===== src/rtl/pc_align_if.sv =====
// PC alignment pipeline bus: the PC generator drives the master side, and the pipeline takes the slave side.
// Widths must match the pc_align_pipe parameters they connect to.
interface pc_align_if #(
  parameter int PC_WIDTH  = 32,
  parameter int CNT_WIDTH = 16
);
  logic                 work_ena;
  logic [PC_WIDTH-1:0]  pc_i;
  logic                 pc_valid_i;
  logic                 stall;
  logic                 flush;
  logic                 pc_jump;
  logic [PC_WIDTH-1:0]  pc_target;
  logic [PC_WIDTH-1:0]  pc_o;
  logic                 pc_valid_o;
  logic [CNT_WIDTH-1:0] kill_cnt;

  modport master (
    output work_ena, pc_i, pc_valid_i, stall, flush, pc_jump, pc_target,
    input  pc_o, pc_valid_o, kill_cnt
  );

  modport slave (
    input  work_ena, pc_i, pc_valid_i, stall, flush, pc_jump, pc_target,
    output pc_o, pc_valid_o, kill_cnt
  );
endinterface


===== src/rtl/pc_align_pipe.sv =====
// Delays {pc, valid} by DEPTH registers to match fetch latency, and counts discarded slots with saturation.
// Latency pc_i->pc_o is DEPTH cycles; stall holds every stage; outputs come only from registers.
module pc_align_pipe #(
  parameter int                     PC_WIDTH  = 32,
  parameter int                     DEPTH     = 2,
  parameter logic [PC_WIDTH-1:0]    RESET_PC  = '0,
  parameter int                     CNT_WIDTH = 16
) (
  input  logic     clk,
  input  logic     rst,
  pc_align_if.slave bus
);

  localparam logic [CNT_WIDTH+2:0] KILL_MAX = {3'b000, {CNT_WIDTH{1'b1}}};

  logic [PC_WIDTH-1:0]  st_pc [DEPTH];
  logic [DEPTH-1:0]     st_v;
  logic [CNT_WIDTH-1:0] kill_q;
  logic [2:0]           kill_n;
  logic [CNT_WIDTH+2:0] kill_sum;

  // A jump spares the output stage, since it is overwritten with the target, not discarded.
  always_comb begin
    kill_n = '0;
    if (bus.pc_jump) begin
      kill_n = {2'b00, bus.pc_valid_i};
      for (int k = 0; k < DEPTH - 1; k++) kill_n = kill_n + {2'b00, st_v[k]};
    end else if (bus.flush) begin
      kill_n = {2'b00, bus.pc_valid_i};
      for (int k = 0; k < DEPTH; k++) kill_n = kill_n + {2'b00, st_v[k]};
    end
    kill_sum = {3'b000, kill_q} + {{CNT_WIDTH{1'b0}}, kill_n};
  end

  always_ff @(posedge clk) begin
    if (rst) begin
      for (int k = 0; k < DEPTH; k++) st_pc[k] <= RESET_PC;
      st_v   <= '0;
      kill_q <= '0;
    end else if (!bus.work_ena) begin
      for (int k = 0; k < DEPTH; k++) st_pc[k] <= RESET_PC;
      st_v <= '0;
    end else begin
      kill_q <= (kill_sum > KILL_MAX) ? '1 : kill_sum[CNT_WIDTH-1:0];
      if (bus.pc_jump) begin
        for (int k = 0; k < DEPTH - 1; k++) st_v[k] <= 1'b0;
        st_pc[DEPTH-1] <= bus.pc_target;
        st_v[DEPTH-1]  <= 1'b1;
      end else if (bus.flush) begin
        st_v <= '0;
      end else if (!bus.stall) begin
        st_pc[0] <= bus.pc_i;
        st_v[0]  <= bus.pc_valid_i;
        for (int k = 1; k < DEPTH; k++) begin
          st_pc[k] <= st_pc[k-1];
          st_v[k]  <= st_v[k-1];
        end
      end
    end
  end

  assign bus.pc_o       = st_pc[DEPTH-1];
  assign bus.pc_valid_o = st_v[DEPTH-1];
  assign bus.kill_cnt   = kill_q;

endmodule


===== src/flat_wrapper.sv =====
// flat-port wrapper written by rule: the top's interface ports become plain ports
module pc_align_pipe_flat 
#(
  parameter int                     PC_WIDTH  = 32,
  parameter int                     DEPTH     = 2,
  parameter logic [PC_WIDTH-1:0]    RESET_PC  = '0,
  parameter int                     CNT_WIDTH = 16
)
  (clk, rst, bus_work_ena, bus_pc_i, bus_pc_valid_i, bus_stall, bus_flush, bus_pc_jump, bus_pc_target, bus_pc_o, bus_pc_valid_o, bus_kill_cnt);
  pc_align_if #(.PC_WIDTH(PC_WIDTH), .CNT_WIDTH(CNT_WIDTH)) bus_i ();
  input  logic clk;
  input  logic rst;
  input wire logic [$bits(bus_i.work_ena)-1:0] bus_work_ena;
  input wire logic [$bits(bus_i.pc_i)-1:0] bus_pc_i;
  input wire logic [$bits(bus_i.pc_valid_i)-1:0] bus_pc_valid_i;
  input wire logic [$bits(bus_i.stall)-1:0] bus_stall;
  input wire logic [$bits(bus_i.flush)-1:0] bus_flush;
  input wire logic [$bits(bus_i.pc_jump)-1:0] bus_pc_jump;
  input wire logic [$bits(bus_i.pc_target)-1:0] bus_pc_target;
  output wire logic [$bits(bus_i.pc_o)-1:0] bus_pc_o;
  output wire logic [$bits(bus_i.pc_valid_o)-1:0] bus_pc_valid_o;
  output wire logic [$bits(bus_i.kill_cnt)-1:0] bus_kill_cnt;
  assign bus_i.work_ena = bus_work_ena;
  assign bus_i.pc_i = bus_pc_i;
  assign bus_i.pc_valid_i = bus_pc_valid_i;
  assign bus_i.stall = bus_stall;
  assign bus_i.flush = bus_flush;
  assign bus_i.pc_jump = bus_pc_jump;
  assign bus_i.pc_target = bus_pc_target;
  assign bus_pc_o = bus_i.pc_o;
  assign bus_pc_valid_o = bus_i.pc_valid_o;
  assign bus_kill_cnt = bus_i.kill_cnt;
  pc_align_pipe #(.PC_WIDTH(PC_WIDTH), .DEPTH(DEPTH), .RESET_PC(RESET_PC), .CNT_WIDTH(CNT_WIDTH)) u_core (.clk(clk), .rst(rst), .bus(bus_i));
endmodule

===== config.mk =====
export PLATFORM = sky130hd
export DESIGN_NAME = pc_align_pipe_flat
export DESIGN_NICKNAME = d
export VERILOG_FILES = /design/src/rtl/pc_align_if.sv /design/src/rtl/pc_align_pipe.sv /design/src/flat_wrapper.sv
export SDC_FILE = /design/constraint.sdc
export NUM_CORES = 1
export LEC_CHECK = 0
export BUFFER_PORTS_ARGS = -buffer_cell sky130_fd_sc_hd__buf_2
export CORE_MARGIN = 2
export CORE_UTILIZATION = 45
export CTS_CLUSTER_SIZE = 8
export DETAILED_ROUTE_END_ITERATION = 12
export PLACE_DENSITY = 0.75
export SETUP_SLACK_MARGIN = 0.3
export SLEW_MARGIN = 20
export SYNTH_ARGS = -nofsm -noshare
export SYNTH_HDL_FRONTEND = slang
export SYNTH_SLANG_ARGS = --single-unit

===== constraint.sdc =====
create_clock -name clk -period 2.6 [get_ports clk]
set_clock_uncertainty 0.1 [all_clocks]
set_input_delay 0.26 -clock clk [delete_from_list [all_inputs] [get_ports clk]]
set_output_delay 0.26 -clock clk [all_outputs]
set_load 0.01 [all_outputs]

Word-level counts from Yosys, hierarchy flattened
Memory sizes are Yosys's and may differ from the RTL's. Index checks and enable logic that the tools add are counted. W data, S select, Z words.

Bits in writable memories: 64. Memories: 1. Logic and storage cells: 43. Register bits: 18. Input port bits: 71.

Reductions and logical operators: 2. Equal/unequal tests: 1. Muxes and demuxes: 26. Bitwise logic cells: 6. $lt $le $gt $ge: 1. Add/sub/neg operators: 3.

Memory list: u_core.st_pc (depth 2, bits a word 32, read ports 2, clocked after Yosys merged registers in 0, wr ports 2, line pc_align_pipe.sv:16) `logic [PC_WIDTH-1:0] st_pc [DEPTH];`.

Operator list (count): $mux W32 (5); $gt A19 B16 Y1 const B (1); $add A16 B3 Y17 (1); $mux W16 (1); $mux W1 (15); $mux W2 (3); $mux W3 (2); $or A1 B1 Y1 (5); $reduce_or A4 Y1 (1); $add A3 B1 Y3 (1); $ne A3 B1 Y1 const B (1); $add A1 B1 Y2 (1); $reduce_or A2 Y1 (1); $not A1 Y1 (1).

Depth between registers and ports, before layout
Gate-level depths: netlist (run 1).

Word-level depth: 7. Depth in mapped cells: 10. Mapped depth without buffers: 10.

Worst setup path after synthesis (run 1)
Ideal clock, no wire load.

Kind: register to register. From: register u_core.st_v[1]. To: register u_core.kill_q[1] (netlist: u_core.bus.kill_cnt[1]). Cell stages (with the launch flop): 11. Clock period less this slack: 2.705 ns. Data required time: 2.409 ns. Arrival time: 2.514 ns. Setup time: 0.091 ns. Setup slack: -0.105 ns. Cell sequence: dfxtp_1 -> fa_1 -> nand2_1 -> o21ai_0 -> ha_1 -> inv_1 -> fa_1 -> nor2b_1 -> o211a_1 -> nand2_4 -> a311oi_1.

Word-level cells in the longest chain between the ends: 6.

RTL lines: start: declaration (line pc_align_pipe.sv:17) `logic [DEPTH-1:0] st_v;`; start signal: indexed assignment (line pc_align_pipe.sv:56) `st_v[k] <= st_v[k-1];`; $add A3 B1 Y3 (*) (line pc_align_pipe.sv:30) `for (int k = 0; k < DEPTH; k++) kill_n = kill_n + {2'b00, st_v[k]};`; $mux W3 (*) (line pc_align_pipe.sv:28) `end else if (bus.flush) begin`; $mux W3 (*) (line pc_align_pipe.sv:25) `if (bus.pc_jump) begin`; $add A16 B3 Y17 (*) (line pc_align_pipe.sv:32) `kill_sum = {3'b000, kill_q} + {{CNT_WIDTH{1'b0}}, kill_n};`; $gt A19 B16 Y1 (line pc_align_pipe.sv:44) `kill_q <= (kill_sum > KILL_MAX) ? '1 : kill_sum[CNT_WIDTH-1:0];`; $mux W16 (*) (line pc_align_pipe.sv:44); end signal: assignment (line pc_align_pipe.sv:44); end: declaration (line pc_align_pipe.sv:18) `logic [CNT_WIDTH-1:0] kill_q;`.

Every way passes the cells marked *; elsewhere a longest branch is shown, timed or not. A chain may end at the register's enable or synchronous reset.

Worst setup path in the final report (run 1)
From: register u_core.st_v[0]. To: register u_core.kill_q[13] (netlist: u_core.bus.kill_cnt[13]).

Word-level cells in the longest chain between the ends: 7.

RTL lines: start signal: assignment (line pc_align_pipe.sv:53) `st_v[0] <= bus.pc_valid_i;`; start signal: indexed assignment (line pc_align_pipe.sv:56); $add A1 B1 Y2 (*) (line pc_align_pipe.sv:27, pc_align_pipe.sv:30); $add A3 B1 Y3 (line pc_align_pipe.sv:30); $mux W3 (line pc_align_pipe.sv:28); $mux W3 (*) (line pc_align_pipe.sv:25); $add A16 B3 Y17 (*) (line pc_align_pipe.sv:32); $gt A19 B16 Y1 (line pc_align_pipe.sv:44); $mux W16 (*) (line pc_align_pipe.sv:44).

Marked as above.

==> results.toml, run 1 <==
[floorplan]
die_w_um = 93.4
start_util_pct = 46.5
dieArea_um2 = 8720
die_h_um = 93.4
rows = 32
core_um2 = 7730
ios = 120

[global_route]
grt_pass1_vias = 2549
grt_pass1_wl_um = 12100
antenna_found_initial = 0
gr-total-overflow = 0
grt_usage_pct = 18.0
grt_max_degree = 33

[placement]
portBuffers = 119
place_hpwl_um = 5350
dp.cells = 484
placed_area_um2 = 4350
gp_congestion = 0.832

[setup_path]
regToRegEndpoint = "u_core.bus.kill_cnt[13]"
critPathArrivalTime_ns = 2.83
crit_path_max_fanout = 6
r2r_cells = 12
path_class = "reg -> reg"
critPathRequiredTime_ns = 2.71
timing.rr.start = "u_core.st_v[0]"
reg2reg_slack_ns = -0.11
start_kind = "flip-flop"
end_kind = "flip-flop"

[timing]
holdWs_ns = 0.0924
slew_viol_final = 0
layout_min_cycle_time_ns = 2.71
final-setup-viol-count = 2
max_freq_mhz = 369
finalHoldViolCount = 0
final.period_utilization_pct = 104
rsz0062_at_grt = "true"
setup_ws_ns = -0.111
max_slew_margin_pct = 44.4
max_slew.worst_pin.slew_ns = 0.834

[logic_synthesis]
syn_area_per_cell_um2 = 13.5
synth_seq_area_share_pct = 63.5
syn_nets = 346
synth_ff_type = "edfxtp_1"
synth_cell_types = 45
yosysWarnings = 0
async_flop_share_pct = 0
syn-instance-count = 267
synth_edf_count = 64
synth-seq-cells = 82
synth_area_um2 = 3590

[run_status]
failed_checks = "negative setup slack"
outcome = "finished with violations"

[routing]
vias_per_cell = 5.24
wl_um = 7960
vias = 2662
drc = 0
wire_per_inst_um = 15.7
drtAntennaViolNets = 0
drt_iter0_markers = 72
dr.pass1.iters = 5

[layout]
instances_no_fill = 508
final_nets = 480
mostFrequentLayoutCells = "buf_2 (119), edfxtp_1 (64), and2_1 (35)"
multi_input_area_um2 = 1370
design_area_um2 = 4790
nFillCells = 596
regArea_um2 = 2290
layout-area-overhead-vs-synth_pct = 33.3
antennaDiodeCount = 0
layout_commonest_cell = "buf_2"
drive_gt1_share_pct = 45.6
fin_util_pct = 62.0

[clocking]
cts_made_buffers = 9
clk_pin_slew_worst_paths_ns = 0.09
cts_tree = "built"
clk_latency_ns = 0.34
cts.path.max_buffers = 2
htreeDepth = 3
clock-root-buffer = "clkbuf_8"
cts_sinks = 82
ctsHoldBuffers = 0

[worst_hold_path]
hold_depth = 2
hp-start = "bus_flush"
hold_class = "in -> reg"
hold_end = "u_core.st_v[0]"

[pwr]
power_density_nw_per_um2 = 590
max-vdd-ir-drop_uv = 267
p_leak_uw = 0.00214

[run]
maxCapViolCount = 0
## timing repair
item / CTS / global route
gates cloned: 0 / 0
pin swaps: 12 / 14
setup endpoints to repair: 16 / 16
setup buffers: 5 / 3
gates resized for setup: 15 / 15
## where the power goes
| group | switching (uW) | internal (uW) | total [uW] |
|---|---|---|---|
| logic | 121 | 109 | 230 |
| clock network | 444 | 641 | 1090 |
| registers | 23.5 | 1490 | 1510 |
| total | 589 | 2240 | 2830 |
## synthesized netlist by cell type, types with 3 or more instances
master | number | area [um^2]
a211oi_1 | 12 | 90.1
a21oi_1 | 7 | 35.0
a22o_1 | 32 | 280
a311oi_1 | 3 | 26.3
a31oi_1 | 7 | 43.8
and2_1 | 35 | 219
and3_1 | 7 | 43.8
and4_1 | 3 | 26.3
buf_2 | 10 | 50.1
clkbuf_1 | 3 | 11.3
dfxtp_1 | 18 | 360
edfxtp_1 | 64 | 1920
ha_1 | 6 | 75.1
inv_1 | 5 | 18.8
nand2_1 | 4 | 15.0
nor2_1 | 13 | 48.8
o21ai_0 | 4 | 20.0
## per-layer routing
layer	vias to the layer above	routed length (um)	track usage, %
li1	1295	-	-
met1	1247	3290	23.3
met2	108	4020	29.9
met3	12	537	3.87
met4	0	111	6.13
met5	-	0	0
## critical path, cell delays in order (launching register included)
cell	delay (ns)
dfxtp_4	0.36
buf_4	0.14
ha_4	0.22
ha_4	0.15
ha_2	0.15
and3b_2	0.21
ha_4	0.21
nor2b_4	0.13
o211a_4	0.29
buf_6	0.13
buf_4	0.13
nor4bb_2	0.28
nor3_1	0.09
## state kept, by name, indices dropped and copies added (netlist names)
signal	flops
u_core.st_pc	64
u_core.bus.kill_cnt	16
u_core.st_v	2
## how the worst max path moves through the flow
stage	from	endpoint	slack [ns]	cells after the start
floorplan	u_core.st_v[1]	u_core.bus.kill_cnt[1]	0.12	10
global placement	bus_pc_valid_i	u_core.bus.kill_cnt[7]	-0.07	11
detailed placement	bus_pc_valid_i	u_core.bus.kill_cnt[4]	-0.12	11
CTS	u_core.st_v[1]	u_core.bus.kill_cnt[2]	-0.007	10
global route	u_core.st_v[0]	u_core.bus.kill_cnt[13]	-0.20	12
finish	u_core.st_v[0]	u_core.bus.kill_cnt[13]	-0.11	12
## area by class of cell
cell class,count,area share [%]
multi-input cells,165,28.5
inverters,5,0.392
clock inverters,6,2.35
clock buffers,10,2.66
repair buffers,138,15.6
well taps,102,2.66
flip-flops and latches,82,47.8
## per-stage QoR
step | setup TNS, ns | setup WS [ns] | total power [uW]
2_1_floorplan | 0 | 0.122 | 1640
3_3_place_gp | -0.206 | -0.0710 | 1760
3_5_place_dp | -0.879 | -0.122 | 1760
4_1_cts | -0.00688 | -0.00688 | 2850
5_1_grt | -1.74 | -0.195 | 2940
6_report | -0.154 | -0.111 | 2830
## cell families after synthesis
family	after synthesis	synth area share, %
AOI/OAI and AO/OA	71	15.1
xor gates and xnor gates	1	0.244
adders and majority gates	8	3.20
buffers and inverters	20	2.58
DFF	82	63.5
muxes	2	0.557
and+or+nand+nor	83	14.8
(Power assumes the default switching activity.)
==> run 2, diff against run 1 <==
--- a/config.mk
+++ b/config.mk
@@ -5,12 +5,13 @@
 export SDC_FILE = /design/constraint.sdc
 export NUM_CORES = 1
 export LEC_CHECK = 0
-export BUFFER_PORTS_ARGS = -buffer_cell sky130_fd_sc_hd__buf_2
 export CORE_MARGIN = 2
-export CORE_UTILIZATION = 45
+export CORE_UTILIZATION = 56
 export CTS_CLUSTER_SIZE = 8
 export DETAILED_ROUTE_END_ITERATION = 12
-export PLACE_DENSITY = 0.75
+export DONT_BUFFER_PORTS = 1
+export PLACE_DENSITY = 0.74
+export REMOVE_ABC_BUFFERS = 1
 export SETUP_SLACK_MARGIN = 0.3
 export SLEW_MARGIN = 20
 export SYNTH_ARGS = -nofsm -noshare
==> results.toml, run 2 (synthesized netlist as in run 1, its figures left out) <==
[timing]
final-setup-viol-count = 3
final.period_utilization_pct = 101
slew_viol_final = 0
layout_min_cycle_time_ns = 2.62
max_freq_mhz = 381
max_slew_margin_pct = 44.0
finalHoldViolCount = 15
rsz0062_at_grt = "true"
setup_ws_ns = -0.0223
max_slew.worst_pin.slew_ns = 0.840
holdWs_ns = -0.128
tns_ns = -0.0476

[floorplan]
core_um2 = 6280
dieArea_um2 = 7080
die_h_um = 84.1
die_w_um = 84.1
ios = 120
rows = 29
start_util_pct = 57.3

[layout]
layout-area-overhead-vs-synth_pct = 21.4
layout_commonest_cell = "edfxtp_1"
final_nets = 382
mostFrequentLayoutCells = "edfxtp_1 (64), and2_1 (35), a22o_1 (32)"
nFillCells = 422
top_register = "u_core.st_pc"
drive_gt1_share_pct = 21.4
multi_input_area_um2 = 1400
regArea_um2 = 2280
largest_reg_flops = 64

[setup_path]
path_delay_family = "adder cells"
path_class = "reg -> reg"
cp_num_buf_inv = 1
cp_slowest_cell = "fa_1"
end_kind = "flip-flop"
critPathArrivalTime_ns = 2.77
crit_path_max_fanout = 7
worstPathCellList = "fa_1 > nand2_1 > o21ai_2 > ha_2 > inv_2 > fa_2 > nor2b_4 > o211a_4 > nand2_8 > a311oi_2"
critPathRequiredTime_ns = 2.75
start_kind = "flip-flop"
crit_path_max_incr_delay_ns = 0.50

[clocking]
cts_tree = "built"
cts_made_buffers = 9
clk_pin_slew_worst_paths_ns = 0.09
clk_latency_ns = 0.34
cts.path.max_buffers = 2
cts_sinks = 82
htreeDepth = 3
clock-root-buffer = "clkbuf_8"

[pwr]
p_switching_uw = 591
switching_share_pct = 22.7
max-vdd-ir-drop_uv = 371
pwr-share-comb_pct = 5.2
pwr-share-clk_pct = 35.6
power_density_nw_per_um2 = 597
p_leak_uw = 0.00165
seq_power_share_pct = 59.1
internal-power_uw = 2010

[routing]
wire_per_inst_um = 20.6
vias = 2377
drtAntennaViolNets = 0
vias_per_cell = 6.16
wl_um = 7960
drc = 0
drt_iter0_markers = 148
dr.pass1.iters = 4

[global_route]
grt_usage_pct = 20.8
antenna_found_initial = 2
gr-total-overflow = 0
grt_pass1_wl_um = 11200
grt_pass1_vias = 2231
grt_max_degree = 33

[worst_hold_path]
hold_class = "in -> reg"

[run_status]
failed_checks = "negative hold slack, negative setup slack"
outcome = "finished with violations"

[run]
maxCapViolCount = 0

[placement]
gp_congestion = 0.909
dp_slack_ns = -0.236
place_hpwl_um = 4800
portBuffers = 0
run 2: changes by cell type in the layout (fill, tap and decap cells not counted), moves of 3 or more:
cell	before	now
a211oi_1	9	6
a211oi_2	2	6
buf_2	119	0
buf_4	16	12
dlygate4sd3_1	0	26
run 2: power groups by stage:
stage | clock [uW] | sequential [uW] | combinational [uW]
floorplan | 0 | 1560 | 71.1
global placement | 0 | 1560 | 92.8
detailed placement | 0 | 1570 | 96.6
CTS | 938 | 1540 | 119
global route | 997 | 1550 | 150
finish | 928 | 1540 | 136
run 2: cell type report:
class	instances	area share (%)
clock inverter	7	1.75
antenna	1	0.0573
multi-input combinational	166	32.1
tap	77	2.21
clock buffer	9	2.84
inverter	5	0.430
timing repair buffer	39	8.28
sequential	82	52.3
run 2: worst register-to-register path: stages, from the launching register on:
cell,delay [ns]
dfxtp_2,0.33
fa_1,0.50
nand2_1,0.06
o21ai_2,0.11
ha_2,0.19
inv_2,0.04
fa_2,0.38
nor2b_4,0.16
o211a_4,0.25
nand2_8,0.09
a311oi_2,0.31
run 2: routing by layer:
layer / GRT usage (%) / wire length (um)
met1: 25.2 / 3090
met2: 34.8 / 4170
met3: 7.32 / 588
met4: 7.18 / 106
met5: 0 / 11
run 2: metrics by stage:
step                      power, uW  hold slack (ns)  cell area (um^2)  cells  utilization (%)
after floorplan                1630            0.232              3520    252                -
after global placement         1660            0.235              3700    340             58.9
after detailed placement       1670            0.236              3700    340             58.9
after CTS                      2600           -0.137              4150    372             66.1
after global routing           2690           -0.151              4370    386             69.5
final                          2600           -0.128              4370    386             69.5
run 2: repair_timing:
action,CTS,global route
hold buffers,15,11
gates cloned,1,0
setup buffers,0,2
resized for setup,24,19
endpoints found under the hold margin,28,26
setup endpoints to repair,16,16
pin swaps,18,15
run 2: final timing paths:
kind / end / start / slack [ns] / cells past startpoint
worst min-delay path: u_core.bus.kill_cnt[15] / rst / -0.13 / 1
worst min register to register: u_core.st_pc[1][27] / u_core.st_pc[0][27] / 0.44 / 1
worst max register to register: u_core.bus.kill_cnt[7] / u_core.st_v[1] / -0.02 / 10
worst max-delay path: u_core.bus.kill_cnt[7] / u_core.st_v[1] / -0.02 / 10
==> run 3, diff against run 2 <==
--- a/config.mk
+++ b/config.mk
@@ -6,11 +6,10 @@
 export NUM_CORES = 1
 export LEC_CHECK = 0
 export CORE_MARGIN = 2
-export CORE_UTILIZATION = 56
+export CORE_UTILIZATION = 35
 export CTS_CLUSTER_SIZE = 8
 export DETAILED_ROUTE_END_ITERATION = 12
 export DONT_BUFFER_PORTS = 1
-export PLACE_DENSITY = 0.74
 export REMOVE_ABC_BUFFERS = 1
 export SETUP_SLACK_MARGIN = 0.3
 export SLEW_MARGIN = 20
==> results.toml, run 3 (synthesized netlist as in run 1, its figures left out) <==
[layout]
drive_gt1_share_pct = 19.2
fin_util_pct = 49.1
design_area_um2 = 4850
layout-area-overhead-vs-synth_pct = 34.8
antennaDiodeCount = 0
largest_reg_flops = 64
layout_commonest_cell = "dlygate4sd3_1"
final_nets = 428
multi_input_area_um2 = 1360
regArea_um2 = 2280
mostFrequentLayoutCells = "dlygate4sd3_1 (69), edfxtp_1 (64), and2_1 (35)"
top_register = "u_core.st_pc"
nFillCells = 870

[global_route]
grt_pass1_vias = 2678
grt_pass1_wl_um = 14100
grt_max_degree = 33
antenna_found_initial = 0
gr-total-overflow = 0
grt_usage_pct = 16.5

[timing]
finalHoldViolCount = 15
rsz0062_at_grt = "true"
max_freq_mhz = 388
max_slew_margin_pct = 39.7
holdWs_ns = -0.153
layout_min_cycle_time_ns = 2.58
slew_viol_final = 0
final.period_utilization_pct = 99.2
final-setup-viol-count = 0
max_slew.worst_pin.slew_ns = 0.905
tns_ns = 0

[setup_path]
critPathArrivalTime_ns = 2.74
cp_slowest_cell = "dfxtp_2"
cp_num_buf_inv = 2
crit_path_max_fanout = 7
critPathRequiredTime_ns = 2.76
start_kind = "flip-flop"
path_class = "reg -> reg"
crit_path_max_incr_delay_ns = 0.33
worstPathCellList = "buf_4 > ha_4 > ha_2 > ha_1 > and3b_2 > ha_4 > nor2b_4 > o211a_4 > buf_4 > nor4bb_4 > nor3_1"
path_delay_family = "adder cells"
end_kind = "flip-flop"

[run_status]
failed_checks = "negative hold slack"
outcome = "finished with violations"

[routing]
drt_iter0_markers = 133
wire_per_inst_um = 18.1
vias_per_cell = 5.22
vias = 2540
dr.pass1.iters = 4
wl_um = 8810
drtAntennaViolNets = 0
drc = 0

[clocking]
cts.path.max_buffers = 2
cts_sinks = 82
ctsHoldBuffers = 69
cts_tree = "built"
clk_latency_ns = 0.37
htreeDepth = 3
cts_made_buffers = 9
clock-root-buffer = "clkbuf_8"
clk_pin_slew_worst_paths_ns = 0.10

[placement]
place_hpwl_um = 5510
gp_congestion = 0.778
portBuffers = 0
placed_area_um2 = 3780

[floorplan]
rows = 36
dieArea_um2 = 11100
start_util_pct = 36.4
core_um2 = 9860
die_h_um = 105
ios = 120
die_w_um = 105

[pwr]
max-vdd-ir-drop_uv = 296
power_density_nw_per_um2 = 547
p_leak_uw = 0.00186

[run]
maxCapViolCount = 0

[worst_hold_path]
hold_class = "in -> reg"
## run 3: cell count changes in the layout (fill, tap and decap cells not counted), moves of 2 or more
cell / delta
and3_1: +2
and3_4: -2
buf_4: +5
dlygate4sd3_1: +43
inv_8: +2
o21a_4: -2
## run 3: what timing repair did
| item | in CTS | in global routing |
|---|---|---|
| pin swaps | 17 | 9 |
| setup endpoints to repair | 16 | 16 |
| buffers inserted | 3 | 2 |
| resized for setup | 25 | 11 |
| hold endpoints to repair | 82 | 15 |
## run 3: power by group
group / internal [uW] / total, uW / switching, uW
Clock: 375 / 915 / 540
Combinational: 115 / 192 / 76.8
Sequential: 1490 / 1540 / 50.8
## run 3: metal layers
layer	track usage [%]	part of all wire, %	vias to the layer above
met2	27.3	52	97
li1	-	-	1199
met1	19.8	41	1228
met3	5.63	5.4	16
met4	6.38	2.1	0
met5	0	0	-
## run 3: worst paths after layout
kind | slack (ns) | to | startpoint | cells after the start
worst min-delay path | -0.15 | u_core.bus.kill_cnt[10] | rst | 1
worst max-delay path | 0.02 | u_core.bus.kill_cnt[13] | u_core.st_v[0] | 11
worst min register to register | 0.45 | u_core.st_pc[1][21] | u_core.st_pc[0][21] | 1
worst max register to register | 0.02 | u_core.bus.kill_cnt[13] | u_core.st_v[0] | 11
## run 3: area by class of cell
| cell class | instances | share of cell area, % |
|---|---|---|
| Sequential cell | 82 | 47.1 |
| Multi-Input combinational cell | 165 | 28.1 |
| Inverter | 5 | 0.387 |
| Tap cell | 133 | 3.43 |
| Clock inverter | 7 | 1.47 |
| Clock buffer | 9 | 2.56 |
| Timing Repair Buffer | 86 | 16.9 |
## run 3: stage by stage
stage          setup slack, ns  std cells  power, uW
6_report                0.0202        487       2650
5_1_grt                -0.0982        487       2760
4_1_cts                0.00652        485       2690
2_1_floorplan           -0.104        252       1630
3_5_place_dp            -0.377        397       1670
3_3_place_gp            -0.248        397       1670
